[config.mk]
export PLATFORM = sky130hd
export DESIGN_NAME = ifu
export DESIGN_NICKNAME = d
export VERILOG_FILES = /design/src/rtl/mips_pkg.sv /design/src/rtl/ifu_fetch_buf.sv /design/src/rtl/ifu.sv
export SDC_FILE = /design/constraint.sdc
export NUM_CORES = 1
export LEC_CHECK = 0
export BUFFER_PORTS_ARGS = -buffer_cell sky130_fd_sc_hd__buf_2
export CAP_MARGIN = 10
export CORE_UTILIZATION = 56
export CTS_BUF_LIST = sky130_fd_sc_hd__clkbuf_8
export CTS_CLUSTER_SIZE = 28
export DETAILED_ROUTE_END_ITERATION = 8
export PLACE_DENSITY = 0.88
export SYNTH_ARGS = -nofsm -noshare
export SYNTH_HDL_FRONTEND = slang
export SYNTH_SLANG_ARGS = --single-unit
[constraint.sdc]
create_clock -name clk -period 7.28 [get_ports clk]
set_clock_uncertainty 0.05 [all_clocks]
set_input_delay 0.364 -clock clk [delete_from_list [all_inputs] [get_ports clk]]
set_output_delay 0.364 -clock clk [all_outputs]
set_load 0.005 [all_outputs]
[src/rtl/mips_pkg.sv]
// Shared fetch-side definitions: machine width, reset PC, fetch FSM states
// and the {pc, inst} entry carried from the fetch unit toward decode.
package mips_pkg;

    localparam int unsigned XLEN = 32;

    localparam logic [XLEN-1:0] DEFAULT_RESET_PC = 32'h0000_3000;

    typedef enum logic [1:0] {
        FETCH_IDLE = 2'd0,
        FETCH_WAIT = 2'd1,
        FETCH_DROP = 2'd2
    } fetch_state_e;

    typedef struct packed {
        logic [XLEN-1:0] pc;
        logic [XLEN-1:0] inst;
    } fetch_entry_t;

endpackage

[src/rtl/ifu_fetch_buf.sv]
// Two-entry FIFO of fetch entries; flush empties it and wins over push/pop.
// The head reads as zero whenever the FIFO is empty.
module fetch_buf
    import mips_pkg::*;
(
    input  logic         clk,
    input  logic         rst,
    input  logic         flush,
    input  logic         push,
    input  fetch_entry_t push_entry,
    input  logic         pop,
    output logic [1:0]   count,
    output fetch_entry_t head
);

    fetch_entry_t entries [2];
    logic         rd_ptr;
    logic         wr_ptr;

    always_ff @(posedge clk) begin
        if (rst || flush) begin
            rd_ptr <= 1'b0;
            wr_ptr <= 1'b0;
            count  <= '0;
        end else begin
            if (push) begin
                wr_ptr <= ~wr_ptr;
            end
            if (pop) begin
                rd_ptr <= ~rd_ptr;
            end
            case ({push, pop})
                2'b10:   count <= count + 2'd1;
                2'b01:   count <= count - 2'd1;
                default: count <= count;
            endcase
        end
    end

    always_ff @(posedge clk) begin
        if (push && !flush && !rst) begin
            entries[wr_ptr] <= push_entry;
        end
    end

    assign head = (count != 2'd0) ? entries[rd_ptr] : '0;

endmodule

[src/rtl/ifu.sv]
// Instruction fetch unit: owns the PC, keeps one request outstanding to
// instruction memory and queues returned words toward decode.
module ifu
    import mips_pkg::*;
#(
    parameter logic [XLEN-1:0] RESET_PC  = DEFAULT_RESET_PC,
    parameter int unsigned     BUF_DEPTH = 2
) (
    input  logic            clk,
    input  logic            rst,
    input  logic            redirect,
    input  logic [XLEN-1:0] redirect_pc,
    output logic            imem_req_valid,
    input  logic            imem_req_ready,
    output logic [XLEN-1:0] imem_req_addr,
    input  logic            imem_resp_valid,
    input  logic [XLEN-1:0] imem_resp_data,
    output logic            inst_valid,
    input  logic            inst_ready,
    output logic [XLEN-1:0] inst,
    output logic [XLEN-1:0] inst_pc
);

    fetch_state_e    state;
    fetch_state_e    next_state;
    logic [XLEN-1:0] pc;
    logic [XLEN-1:0] req_pc;
    logic            rst_q;
    logic            accept;
    logic            push;
    logic            pop;
    logic [1:0]      count;
    fetch_entry_t    head;

    always_ff @(posedge clk) begin
        if (rst) begin
            state <= FETCH_IDLE;
        end else begin
            state <= next_state;
        end
    end

    // A redirect while a request is in flight turns its response into a discard.
    always_comb begin
        next_state = state;
        unique case (state)
            FETCH_IDLE: begin
                if (accept) begin
                    next_state = redirect ? FETCH_DROP : FETCH_WAIT;
                end
            end
            FETCH_WAIT: begin
                if (imem_resp_valid) begin
                    next_state = FETCH_IDLE;
                end else if (redirect) begin
                    next_state = FETCH_DROP;
                end
            end
            FETCH_DROP: begin
                if (imem_resp_valid) begin
                    next_state = FETCH_IDLE;
                end
            end
            default: next_state = FETCH_IDLE;
        endcase
    end

    // Requests stay quiet during reset and for one cycle after it.
    always_comb begin
        imem_req_valid = (state == FETCH_IDLE) && (32'(count) < BUF_DEPTH)
                         && !rst && !rst_q;
        push           = (state == FETCH_WAIT) && imem_resp_valid && !redirect;
    end

    assign accept = imem_req_valid && imem_req_ready;

    always_ff @(posedge clk) begin
        rst_q <= rst;
        if (rst) begin
            pc     <= RESET_PC;
            req_pc <= '0;
        end else begin
            if (redirect) begin
                pc <= redirect_pc & ~32'h3;
            end else if (accept) begin
                pc <= pc + 32'd4;
            end
            if (accept) begin
                req_pc <= pc;
            end
        end
    end

    assign imem_req_addr = pc;

    fetch_buf u_fetch_buf (
        .clk        (clk),
        .rst        (rst),
        .flush      (redirect),
        .push       (push),
        .push_entry ('{pc: req_pc, inst: imem_resp_data}),
        .pop        (pop),
        .count      (count),
        .head       (head)
    );

    assign inst_valid = (count != 2'd0) && !rst;
    assign pop        = inst_valid && inst_ready;
    assign inst       = rst ? '0 : head.inst;
    assign inst_pc    = rst ? '0 : head.pc;

endmodule

Word level (Yosys, flattened, before mapping) --
Memories as Yosys holds them, arrays and structs flattened. A register that Yosys moved wholly into a read port is not among the register bits. Index checks and enable logic that the tools add are counted.
Word-level totals: input port bits 70, memory bits (writable) 128, flip-flop bits (word level) 71, logic and storage cells 58, memories 1, output and inout bits 98
Operators by class: bitwise operators 2, multiplexer cells 16, equality and inequality tests 7, add/sub/neg operators 3, magnitude comparators 1, reduce and logical (&&, ||, !) cells 20
Memories:
- u_fetch_buf.entries | depth 2, bits a word 64, rd ports 1, clocked after memory_dff 1, write ports 1, line ifu_fetch_buf.sv:16 | fetch_entry_t entries [2];
Operator list (number):
- two-way mux 32 bit | 4
- two-way mux 64 bit | 1
- adder 32 x 3 -> 32 bit (second input constant) | 1
- logical AND 1 bit | 10
- two-way mux 2 bit | 5
- one-hot mux 2 bit (3 select lines) | 1
- nonzero test 2 bit | 3
- equality test 2 x 1 -> 1 bit (second input constant) | 2
- equality test 2 bit (second input constant) | 2
- two-way mux 1 bit | 4
- inequality test 2 bit (second input constant) | 2
- one-hot mux 2 bit (2 select lines) | 1
- logical NOT 1 bit | 3
- inequality test 3 bit (second input constant) | 1
- AND reduction 3 bit | 1
- adder 2 x 1 -> 2 bit (second input constant) | 1
- logical NOT 2 bit | 1
- < comparator 2 bit (second input constant) | 1
- inverter 1 bit | 2
- OR reduction 2 bit | 1
- subtractor 2 x 1 -> 2 bit (second input constant) | 1
- logical OR 1 bit | 1

Depth between registers and ports, before layout --
depth in word-level cells 7, gate-level depth with buffers 9, gate-level depth less buffers 8

By module --
From an unflattened synthesis, not the netlist that was laid out.
Unflattened totals: cell total of the unflattened synthesis 753, area, all modules 8557.0 sq um
By module, submodules not included:
- fetch_buf | sequential area each 3943.8 sq um, instances 1, area an instance 5017.3 sq um, cells each 291
- ifu | sequential area each 1261.2 sq um, instances 1, area an instance 3539.6 sq um, cells each 462

Worst setup path after synthesis --
Ideal clock, no wire load.
path kind in2reg, start point input port rst, end point memory u_fetch_buf.entries[0][0] (netlist name), enable pin, buffers on the path 2, data required time 6672 ps, arrival time 5230 ps, slack 1442 ps, setup time 558 ps, stages on the path 4, path through clkbuf_1 > or2_2 > clkbuf_1 > nor3_1
Between the ends: longest elaborated chain between the ends 4
Ends and longest elaborated chain:
- from (decl) | line ifu.sv:10 | input logic rst,
- logical NOT 1 bit | line ifu_fetch_buf.sv:41 | if (push && !flush && !rst) begin
- logical AND 1 bit | line ifu_fetch_buf.sv:41
- two-way mux 1 bit | line ifu_fetch_buf.sv:41
- two-way mux 1 bit (implied by the code) | line ifu_fetch_buf.sv:42 | entries[wr_ptr] <= push_entry;
- to (decl) | line ifu_fetch_buf.sv:16
No other way between the ends.

Final worst setup path --
start point input port rst, end point memory u_fetch_buf.entries[1][1] (netlist name), enable pin
Same word-level chain as after synthesis.

==> flow_summary.toml <==
[place]
portBuffers = 161
dp.cells = 961
place_area_um2 = 8750
dp_hpwl_mm = 10.7
gp_congestion = 0.884

[logic_synthesis]
synth-edff-count = 124
ys.warnings.count = 0
ys_seq_area_frac = 0.647
yosysUniqueCellTypes = 47
async_reset_ff_frac = 0
syn_area_um2 = 7860
ys_ff_latch = 192
ys_dominant_reg_cell = "edfxtp_1"
syn_area_per_cell_um2 = 11.9
syn_inst = 662

[detailed_routing]
detail-route-antenna-nets = 0
drt-total-wl_mm = 16.0
drt_iter0_markers = 488
drcViolationCount = 0
avgRoutedWirePerCell_um = 16.1
dr.pass1.iters = 5
viasPerCell = 5.50
vias = 5465

[setup_path]
worst-r2r-cell-count = 3
crit_fanout = 65
startpoint_type = "input port"
cp.required_ns = 7.33
end_kind = "register"
rrSetupSlack_ns = 4.50
reg2reg_to = "u_fetch_buf.entries[1][1]"
arrival_ns = 2.89
path_class = "in2reg"
r2r-start = "state[0]"

[final_layout]
instances_no_fill = 993
area_growth_pct = 16.3
final_core_util = 0.679
fillers = 1015
layout-drive-gt1-share = 0.261
layout_common_cells = "buf_2, edfxtp_1, nor2_1, nand2_1, dfxtp_1"
fin_nets = 876
final_common_cell = "buf_2"
design_area_um2 = 9140
n_antenna_cell = 0

[floorplanning]
die_x_um = 120
rows = 42
start_util = 0.584
ios = 168
die_h_um = 120
design.core.area_um2 = 13500
die_area_um2 = 14500

[timing]
period_minus_slack_ns = 2.85
fin_tns_setup_ns = 0
timing.final.hold_violations = 0
worst_pin_slew_ns = 1.15
rsz0062_at_grt = "false"
slew_headroom = 0.230
drv_slew = 0
period_share = 0.391
setup_viol = 0
fmax_mhz = 351

[power_and_ir_drop]
p_int_uw = 1520
p_comb_frac = 0.047
power_frac_seq = 0.610
power.leakage_uw = 0.00334
p_sw_frac = 0.220
switching_power_uw = 430
clkPwrFrac = 0.343
p_per_area_nw_per_um2 = 214
ir_drop_mv = 0.103
power_uw = 1950

[clocking]
clk_pin_slew_worst_paths_ns = 0.09
cts_buffers = 17
cts_root_buf = "clkbuf_8"
cts_setup_buffers = 0
holdBufCountCts = 0
cts_buffer_depth = 2
post_cts_resized = 0
cts_sinks = 192
cts_tree = "built"
h-tree-depth = 4
insertion_delay_ns = 0.47

[worst_hold_path]
min_to = "u_fetch_buf.entries[1][23]"
min_path_type = "in2reg"
hold_depth = 1
min_from = "imem_resp_data[23]"

[grt]
grt_first_pass_wirelength_mm = 25.7
grt_max_degree = 66
gr-usage-all-layers = 0.231
first_global_vias = 5140
gr-total-overflow = 0
antenna_found_initial = 0

[status]
outcome = "finished clean"

[job]
maxCapViolations = 0
[registers in the layout (all words and copies together) (netlist names), named ones only]
name / count
state: 2
imem_req_addr: 30
req_pc: 30
u_fetch_buf.wr_ptr: 1
u_fetch_buf.count: 2
u_fetch_buf.rd_ptr: 1
rst_q: 1
u_fetch_buf.entries: 124
[layout make-up]
type	count	area (µm²)	share of cell area
Clock buffer	18	248	0.0271
Clock inverter	14	140	0.0153
Inverter	4	15.0	0.00164
Multi-Input combinational cell	424	2590	0.284
Sequential cell	192	5090	0.557
Tap cell	176	220	0.0241
Timing Repair Buffer	165	836	0.0915
[metrics by stage]
step	hold WS [ns]	setup slack, ns
2_1_floorplan	0.342	1.44
3_3_place_gp	0.381	3.97
3_5_place_dp	0.387	3.89
4_1_cts	0.00534	4.41
5_1_grt	0.000191	4.23
6_report	0.0346	4.43
[worst max-delay path: stages]
cell and delay (ns):
buf_2 0.10, buf_4 0.30, or2_2 0.48, nor3_2 0.89, buf_4 0.69
[how the worst max path moves through the flow]
stage | slack, ns | depth (start not counted) | to | start
after floorplan | 1.44 | 4 | u_fetch_buf.entries[0][0] | rst
after global placement | 3.97 | 5 | u_fetch_buf.entries[1][0] | rst
after detailed placement | 3.89 | 5 | u_fetch_buf.entries[1][0] | rst
after CTS | 4.41 | 5 | u_fetch_buf.entries[1][10] | rst
after global routing | 4.23 | 5 | u_fetch_buf.entries[1][1] | rst
final | 4.43 | 5 | u_fetch_buf.entries[1][1] | rst
[power by group through the flow]
stage | logic [µW] | registers [µW] | clock network (µW)
finish | 91.4 | 1190 | 669
global route | 101 | 1190 | 732
CTS | 91.2 | 1190 | 686
detailed placement | 90.7 | 1210 | 0
global placement | 86.9 | 1210 | 0
floorplan | 49.6 | 1210 | 0
[synth_stat cells, types with 8 or more instances]
cell	number	share of area
a211oi_1	13	0.012
a21oi_1	38	0.024
and2_1	8	0.0064
dfxtp_1	68	0.17
edfxtp_1	124	0.47
nor2_1	87	0.042
nand3_1	14	0.0089
nor4_1	8	0.0064
xnor2_1	23	0.026
nand2_1	87	0.042
mux2i_1	64	0.082
nor3_1	8	0.0051
nand4_1	9	0.0072
clkbuf_1	38	0.018
[logic make-up (layout without fill, tap and decap cells)]
group | Yosys count | in the layout | synth area share
muxes | 64 | 64 | 0.0815
xor gates and xnor gates | 28 | 28 | 0.0312
other | 1 | 4 | 0.000477
buffers and inverters | 49 | 201 | 0.0261
AOI/OAI and AO/OA | 72 | 72 | 0.0559
adders and majority gates | 2 | 2 | 0.00318
DFF | 192 | 192 | 0.647
and+or+nand+nor | 254 | 254 | 0.155
[routing by layer]
metal	routed length (µm)	share of wire	global-route usage
met3	1280	0.080	0.0599
met4	392	0.024	0.0949
met5	0	0	0
met2	7350	0.46	0.364
met1	6980	0.44	0.306
(Power assumes the default switching activity.)
